## src/rtl/apple_dma_master_if.sv

```systemverilog
`default_nettype none
// ============================================================================
// Module      : apple_dma_master_if
// Description : Single-beat request/response handshake between internal
//               logic (master) and the Apple II DMA bus initiator (slave).
// Revision    : 1.0 - initial release
// ============================================================================
interface apple_dma_master_if;
    logic        req_valid;
    logic        req_ready;
    logic [15:0] req_addr;
    logic        req_wr;
    logic [7:0]  req_data;
    logic        resp_valid;
    logic [7:0]  resp_data;

    modport master (
        output req_valid, req_addr, req_wr, req_data,
        input  req_ready, resp_valid, resp_data
    );

    modport slave (
        input  req_valid, req_addr, req_wr, req_data,
        output req_ready, resp_valid, resp_data
    );
endinterface
`default_nettype wire

```

## src/rtl/apple_dma_master.sv

```systemverilog
`default_nettype none
// ============================================================================
// Module      : apple_dma_master
// Description : Apple II bus initiator. Arbitrates via DMA IN/OUT and runs
//               phi0-aligned single-beat read/write cycles for internal logic.
//               Optional macro A2_DMA_RDY_STALL_EN: reads stall while RDY low.
// Revision    : 1.0 - initial release
// ============================================================================
module apple_dma_master #(
    parameter int MAX_BURST     = 8,
    parameter int WR_DATA_DELAY = 10,
    parameter int WR_DATA_HOLD  = 2
) (
    input  wire               clk_logic,
    input  wire               reset,
    input  wire               phi1_posedge,
    input  wire               phi1_negedge,
    input  wire               a2_dma_in_n,
    input  wire               a2_rdy_n,
    input  wire        [7:0]  a2_d_i,
    apple_dma_master_if.slave req_bus,
    output logic              a2_dma_out_n,
    output logic       [15:0] a2_addr_o,
    output logic              a2_addr_oe,
    output logic              a2_rw_n_o,
    output logic       [7:0]  a2_data_o,
    output logic              a2_data_oe,
    output logic              busy
);

    localparam logic [7:0] c_max_burst = 8'(MAX_BURST);
    localparam logic [7:0] c_wr_delay  = 8'(WR_DATA_DELAY);
    localparam logic [7:0] c_wr_hold   = 8'(WR_DATA_HOLD);

    typedef enum logic [1:0] {
        S_IDLE    = 2'd0,
        S_ARM     = 2'd1,
        S_CYCLE   = 2'd2,
        S_RELEASE = 2'd3
    } state_t;

    state_t      r_state,     w_state;
    logic [15:0] r_lat_addr,  w_lat_addr;
    logic        r_lat_wr,    w_lat_wr;
    logic [7:0]  r_lat_data,  w_lat_data;
    logic [7:0]  r_burst_cnt, w_burst_cnt;
    logic [7:0]  r_wcnt,      w_wcnt;
    logic [7:0]  r_hold_cnt,  w_hold_cnt;
    logic        r_req_ready, w_req_ready;
    logic        r_resp_valid, w_resp_valid;
    logic [7:0]  r_resp_data, w_resp_data;
    logic        r_dma_out_n, w_dma_out_n;
    logic [15:0] r_addr_o,    w_addr_o;
    logic        r_addr_oe,   w_addr_oe;
    logic        r_rw_n,      w_rw_n;
    logic [7:0]  r_data_o,    w_data_o;
    logic        r_data_oe,   w_data_oe;
    logic        r_busy;
    logic        w_stall;
    logic        w_burst_more;

`ifdef A2_DMA_RDY_STALL_EN
    assign w_stall = !r_lat_wr && !a2_rdy_n;
`else
    logic w_unused_rdy;
    assign w_unused_rdy = a2_rdy_n;
    assign w_stall      = 1'b0;
`endif

    assign w_burst_more = ({1'b0, r_burst_cnt} + 9'd1) < {1'b0, c_max_burst};

    always_comb begin
        w_state      = r_state;
        w_lat_addr   = r_lat_addr;
        w_lat_wr     = r_lat_wr;
        w_lat_data   = r_lat_data;
        w_burst_cnt  = r_burst_cnt;
        w_wcnt       = r_wcnt;
        w_hold_cnt   = r_hold_cnt;
        w_req_ready  = 1'b0;
        w_resp_valid = 1'b0;
        w_resp_data  = r_resp_data;
        w_dma_out_n  = r_dma_out_n;
        w_addr_o     = r_addr_o;
        w_addr_oe    = r_addr_oe;
        w_rw_n       = r_rw_n;
        w_data_o     = r_data_o;
        w_data_oe    = r_data_oe;

        // Write-data hold countdown runs independently of the bus state
        if (r_hold_cnt != 8'd0) begin
            w_hold_cnt = r_hold_cnt - 8'd1;
            if (r_hold_cnt == 8'd1) begin
                w_data_oe = 1'b0;
            end
        end

        case (r_state)
            S_IDLE: begin
                if (phi1_posedge && req_bus.req_valid && a2_dma_in_n) begin
                    w_req_ready = 1'b1;
                    w_lat_addr  = req_bus.req_addr;
                    w_lat_wr    = req_bus.req_wr;
                    w_lat_data  = req_bus.req_data;
                    w_dma_out_n = 1'b0;
                    w_burst_cnt = 8'd0;
                    w_state     = S_ARM;
                end
            end
            S_ARM: begin
                // A coincident phi1 rise takes priority over phi0 rise
                if (phi1_negedge && !phi1_posedge) begin
                    w_addr_oe = 1'b1;
                    w_addr_o  = r_lat_addr;
                    w_rw_n    = !r_lat_wr;
                    w_wcnt    = 8'd0;
                    w_state   = S_CYCLE;
                end
            end
            S_CYCLE: begin
                if (phi1_posedge && !w_stall) begin
                    w_resp_valid = 1'b1;
                    if (!r_lat_wr) begin
                        w_resp_data = a2_d_i;
                    end
                    w_burst_cnt = r_burst_cnt + 8'd1;
                    if (r_data_oe) begin
                        if (c_wr_hold == 8'd0) begin
                            w_data_oe = 1'b0;
                        end else begin
                            w_hold_cnt = c_wr_hold;
                        end
                    end
                    if (req_bus.req_valid && w_burst_more) begin
                        w_req_ready = 1'b1;
                        w_lat_addr  = req_bus.req_addr;
                        w_lat_wr    = req_bus.req_wr;
                        w_lat_data  = req_bus.req_data;
                        w_state     = S_ARM;
                    end else begin
                        w_dma_out_n = 1'b1;
                        w_addr_oe   = 1'b0;
                        w_rw_n      = 1'b1;
                        w_state     = S_RELEASE;
                    end
                end else if (r_lat_wr && (r_wcnt != c_wr_delay)) begin
                    w_wcnt = r_wcnt + 8'd1;
                    if ((r_wcnt + 8'd1) == c_wr_delay) begin
                        w_data_oe = 1'b1;
                        w_data_o  = r_lat_data;
                    end
                end
            end
            S_RELEASE: begin
                if (!w_data_oe) begin
                    w_state = S_IDLE;
                end
            end
            default: w_state = S_IDLE;
        endcase
    end

    always_ff @(posedge clk_logic) begin
        if (reset) begin
            r_state      <= S_IDLE;
            r_lat_addr   <= 16'd0;
            r_lat_wr     <= 1'b0;
            r_lat_data   <= 8'd0;
            r_burst_cnt  <= 8'd0;
            r_wcnt       <= 8'd0;
            r_hold_cnt   <= 8'd0;
            r_req_ready  <= 1'b0;
            r_resp_valid <= 1'b0;
            r_resp_data  <= 8'd0;
            r_dma_out_n  <= 1'b1;
            r_addr_o     <= 16'd0;
            r_addr_oe    <= 1'b0;
            r_rw_n       <= 1'b1;
            r_data_o     <= 8'd0;
            r_data_oe    <= 1'b0;
            r_busy       <= 1'b0;
        end else begin
            r_state      <= w_state;
            r_lat_addr   <= w_lat_addr;
            r_lat_wr     <= w_lat_wr;
            r_lat_data   <= w_lat_data;
            r_burst_cnt  <= w_burst_cnt;
            r_wcnt       <= w_wcnt;
            r_hold_cnt   <= w_hold_cnt;
            r_req_ready  <= w_req_ready;
            r_resp_valid <= w_resp_valid;
            r_resp_data  <= w_resp_data;
            r_dma_out_n  <= w_dma_out_n;
            r_addr_o     <= w_addr_o;
            r_addr_oe    <= w_addr_oe;
            r_rw_n       <= w_rw_n;
            r_data_o     <= w_data_o;
            r_data_oe    <= w_data_oe;
            r_busy       <= (w_state != S_IDLE);
        end
    end

    assign req_bus.req_ready  = r_req_ready;
    assign req_bus.resp_valid = r_resp_valid;
    assign req_bus.resp_data  = r_resp_data;
    assign a2_dma_out_n       = r_dma_out_n;
    assign a2_addr_o          = r_addr_o;
    assign a2_addr_oe         = r_addr_oe;
    assign a2_rw_n_o          = r_rw_n;
    assign a2_data_o          = r_data_o;
    assign a2_data_oe         = r_data_oe;
    assign busy               = r_busy;

endmodule
`default_nettype wire
```

## src/flat_wrapper.sv

```systemverilog
// flat-port wrapper written by rule: the top's interface ports become plain ports
module apple_dma_master_flat 
#(
    parameter int MAX_BURST     = 8,
    parameter int WR_DATA_DELAY = 10,
    parameter int WR_DATA_HOLD  = 2
)
  (clk_logic, reset, phi1_posedge, phi1_negedge, a2_dma_in_n, a2_rdy_n, a2_d_i, a2_dma_out_n, a2_addr_o, a2_addr_oe, a2_rw_n_o, a2_data_o, a2_data_oe, busy, req_bus_req_valid, req_bus_req_addr, req_bus_req_wr, req_bus_req_data, req_bus_req_ready, req_bus_resp_valid, req_bus_resp_data);
  apple_dma_master_if req_bus_i ();
  input  wire clk_logic;
  input  wire reset;
  input  wire phi1_posedge;
  input  wire phi1_negedge;
  input  wire a2_dma_in_n;
  input  wire a2_rdy_n;
  input  wire        [7:0] a2_d_i;
  output logic a2_dma_out_n;
  output logic       [15:0] a2_addr_o;
  output logic a2_addr_oe;
  output logic a2_rw_n_o;
  output logic       [7:0] a2_data_o;
  output logic a2_data_oe;
  output logic busy;
  input wire logic [$bits(req_bus_i.req_valid)-1:0] req_bus_req_valid;
  input wire logic [$bits(req_bus_i.req_addr)-1:0] req_bus_req_addr;
  input wire logic [$bits(req_bus_i.req_wr)-1:0] req_bus_req_wr;
  input wire logic [$bits(req_bus_i.req_data)-1:0] req_bus_req_data;
  output wire logic [$bits(req_bus_i.req_ready)-1:0] req_bus_req_ready;
  output wire logic [$bits(req_bus_i.resp_valid)-1:0] req_bus_resp_valid;
  output wire logic [$bits(req_bus_i.resp_data)-1:0] req_bus_resp_data;
  assign req_bus_i.req_valid = req_bus_req_valid;
  assign req_bus_i.req_addr = req_bus_req_addr;
  assign req_bus_i.req_wr = req_bus_req_wr;
  assign req_bus_i.req_data = req_bus_req_data;
  assign req_bus_req_ready = req_bus_i.req_ready;
  assign req_bus_resp_valid = req_bus_i.resp_valid;
  assign req_bus_resp_data = req_bus_i.resp_data;
  apple_dma_master #(.MAX_BURST(MAX_BURST), .WR_DATA_DELAY(WR_DATA_DELAY), .WR_DATA_HOLD(WR_DATA_HOLD)) u_core (.clk_logic(clk_logic), .reset(reset), .phi1_posedge(phi1_posedge), .phi1_negedge(phi1_negedge), .a2_dma_in_n(a2_dma_in_n), .a2_rdy_n(a2_rdy_n), .a2_d_i(a2_d_i), .req_bus(req_bus_i), .a2_dma_out_n(a2_dma_out_n), .a2_addr_o(a2_addr_o), .a2_addr_oe(a2_addr_oe), .a2_rw_n_o(a2_rw_n_o), .a2_data_o(a2_data_o), .a2_data_oe(a2_data_oe), .busy(busy));
endmodule
```

## config.mk

```make
export PLATFORM = sky130hd
export DESIGN_NAME = apple_dma_master_flat
export DESIGN_NICKNAME = d
export VERILOG_FILES = /design/src/rtl/apple_dma_master_if.sv /design/src/rtl/apple_dma_master.sv /design/src/flat_wrapper.sv
export SDC_FILE = /design/constraint.sdc
export NUM_CORES = 1
export LEC_CHECK = 0
export CAP_MARGIN = 30
export CORE_MARGIN = 2
export CORE_UTILIZATION = 47
export DETAILED_ROUTE_END_ITERATION = 7
export PLACE_DENSITY = 0.81
export SLEW_MARGIN = 0
export SYNTH_ARGS = -nofsm -noshare
export SYNTH_HDL_FRONTEND = slang
export SYNTH_SLANG_ARGS = --single-unit
```

## constraint.sdc

```tcl
create_clock -name clk_logic -period 2.3 [get_ports clk_logic]
set_input_delay 0.345 -clock clk_logic [delete_from_list [all_inputs] [get_ports clk_logic]]
set_output_delay 0.345 -clock clk_logic [all_outputs]
set_load 0.1 [all_outputs]
```

==> impl_metrics.yaml <==
synthesis:
  ys_seq_elements: 90
  ys_seq_area_share_pct: 44.80
  muxShareOfSynthArea_pct: 8.774
  syn_avg_cell_area_um2: 8.780
  synth_xor_area_share_pct: 1.525
  synth_top_family_by_area: "simple AND/OR/NAND/NOR gates"
  synth_compound_area_share_pct: 12.54
  synthAdderAreaFrac_pct: 2.178
  synth_cells: 458
  syn-num-nets: 505
  synth_ff_type: "dfxtp_1"
  yosys.area_share.simple_pct: 26.20
  syn_area_um2: 4021
  async_flop_share_pct: 0
  synth_edf_count: 0
  yosysUniqueCellTypes: 49
  ys_warn_count: 0
critical_path:
  critPathKind: "reg2reg"
  slowest_delay_ns: 0.52
  rrSetupSlack_ns: 0.09
  crit_path_start_kind: "register"
  path_cells: "ha_2 > nand3_2 > or4_4 > and3_4 > a311oi_4 > buf_4 > clkbuf_16 > mux2i_1"
  required_ns: 2.59
  arrival_ns: 2.50
  crit_fanout: 13
  crit_path_end_kind: "register"
  cp_top_family: "simple AND/OR/NAND/NOR gates"
  slowest_stage: "or4_4"
  worst-path-buf-inv: 2
route:
  firstDrtPassIters: 5
  routed_wl_um: 9507
  wl_per_cell_um: 14.49
  viasPerCell: 5.373
  ant_nets: 0
  drtIter0Drc: 171
  drcViolationCount: 0
  via_count: 3525
cts:
  path_clk_slew_ns: 0.09
  clockBufferDepth: 2
  cts_buffers: 9
  root_buffer: "clkbuf_8"
  cts_tree: "done"
  insertion_delay_ns: 0.36
  hold_buffers: 0
  cts.sink_count: 90
  cts_htree_levels: 3
timing:
  maxSlewViolCount: 0
  hold_violations: 0
  finalSetupViolations: 0
  relSlewSlack_pct: 55.25
  fmax_mhz: 451.5
  min_period_ns: 2.215
  finClkSkew_ns: 0.01295
  timing.final.crit_share_pct: 96.30
  worstMarginPinSlew_ns: 0.6651
pwr:
  p_seq_share_pct: 49.5
  intPower_mw: 2.486
  p_leak_nw: 1.961
  powerDensity_nw_per_um2: 682.6
  switching_power_mw: 1.020
  clkPwrFrac_pct: 31.9
  ir_drop_mv: 0.4582
  switching_share_pct: 29.09
  combinationalPowerShare_pct: 18.5
finish:
  final_area_um2: 5136
  diodes: 0
  final_common_cell: "dfxtp_1"
  final_cell_mix: "dfxtp_1 (88), buf_4 (61), nand2b_1 (60)"
  drive_gt1_share_pct: 16.70
  area_growth_pct: 27.72
  fin_cells: 656
  fin_nets: 593
placement:
  post-dp-hpwl_um: 6263
  place_area_um2: 4885
  dpl.cell_count: 637
  place.gp.congestion: 0.8643
  io_buffer_count: 77
global_route:
  grt_util_all_layers_pct: 20.74
  first_global_vias: 3302
  antenna_found_initial: 0
  grt_first_pass_wirelength_um: 15150
  grt_max_degree: 75
  grt_overflow: 0
floorplanning:
  die_h_um: 96.50
  die-area_um2: 9312
  die_w_um: 96.50
  rows: 33
  core-area_um2: 8258
  io_pins: 79
  initial_core_util_pct: 48.70
run_status:
  status: "finished, final reports clean"
hold_path:
  hp-class: "in2reg"
flow_run:
  drv_cap: 0
-- through the flow --
stage | hold WS [ns] | setup TNS, ns | util, % | worst slack, ns | total power [mW]
2_1_floorplan | 0.4324 | 0 | - | 0.1123 | 2.209
3_3_place_gp | 0.4389 | -1.116 | 59.15 | -0.04752 | 2.351
3_5_place_dp | 0.4457 | -2.170 | 59.15 | -0.1110 | 2.384
4_1_cts | 0.3993 | 0 | 61.65 | 0.03148 | 3.509
5_1_grt | 0.4204 | -0.05406 | 62.20 | -0.01282 | 3.658
6_report | 0.4217 | 0 | 62.20 | 0.08513 | 3.506
-- flip-flops by register name (all words and copies together) (netlist names), 2 cells and up --
name,count
u_core.r_state,2
u_core.a2_addr_o,16
u_core.a2_data_o,8
u_core.r_lat_data,8
u_core.r_hold_cnt,8
u_core.r_burst_cnt,8
u_core.req_bus.resp_data,8
u_core.r_lat_addr,16
u_core.r_wcnt,8
-- power groups by stage --
stage / clock (mW) / combinational [mW] / sequential, mW
floorplan: 0 / 0.429 / 1.78
global placement: 0 / 0.594 / 1.76
detailed placement: 0 / 0.622 / 1.76
CTS: 1.14 / 0.640 / 1.73
global route: 1.21 / 0.703 / 1.75
finish: 1.12 / 0.650 / 1.74
-- path summary, 6_finish.rpt --
path | cells after the start | end | startpoint
max | 8 | u_core.r_lat_data[3] | u_core.r_burst_cnt[0]
min | 2 | u_core.r_burst_cnt[0] | reset
max reg2reg | 8 | u_core.r_lat_data[3] | u_core.r_burst_cnt[0]
min reg2reg | 2 | u_core.a2_addr_o[9] | u_core.r_lat_addr[9]
-- cell usage after synthesis, types with 3 or more instances --
library cell,n,area share [%]
a31oi_1,3,0.47
a21oi_1,48,6.0
or3_1,7,1.1
or4_1,3,0.56
nand2b_1,60,9.3
nor2_1,36,3.4
nor3_1,3,0.37
o21ai_0,25,3.1
inv_1,6,0.56
xnor2_1,5,1.1
nand3_1,5,0.62
ha_1,7,2.2
clkbuf_1,20,1.9
nor2b_1,4,0.62
mux2i_1,33,8.2
nand3b_1,5,0.93
a22oi_1,3,0.56
nand2_1,54,5.0
dfxtp_1,90,45
-- logic make-up (layout without fill, tap and decap cells) --
kind of cell | count (synthesis) | after routing
multiplexers | 35 | 35
adder cells (fa/ha/maj) | 7 | 7
AO/OA/AOI/OAI | 90 | 90
buffers and inverters | 31 | 124
flip-flops | 90 | 90
AND/OR/NAND/NOR | 198 | 198
XOR/XNOR | 7 | 7
-- routing by layer --
metal,vias up,track usage (%),wire (µm)
met1,1664,25.04,4146
met3,15,4.655,560
met5,-,0,0
li1,1745,-,-
met2,101,36.40,4670
met4,0,7.042,130
-- what timing repair did --
action | CTS | global route
setup endpoints to repair | 0 | 26
gates resized for setup | 0 | 3
endpoints found under the hold margin | 0 | 0
setup buffers | 0 | 2
-- area by class of cell --
class,instances,area (µm²)
clock buffer,9,123.9
clock inverter,7,82.58
fill,710,3122
inverter,6,22.52
multi-input combinational,337,2073
sequential,90,1804
tap,105,131.4
timing repair buffer,102,898.4
(Power assumes the default switching activity.)
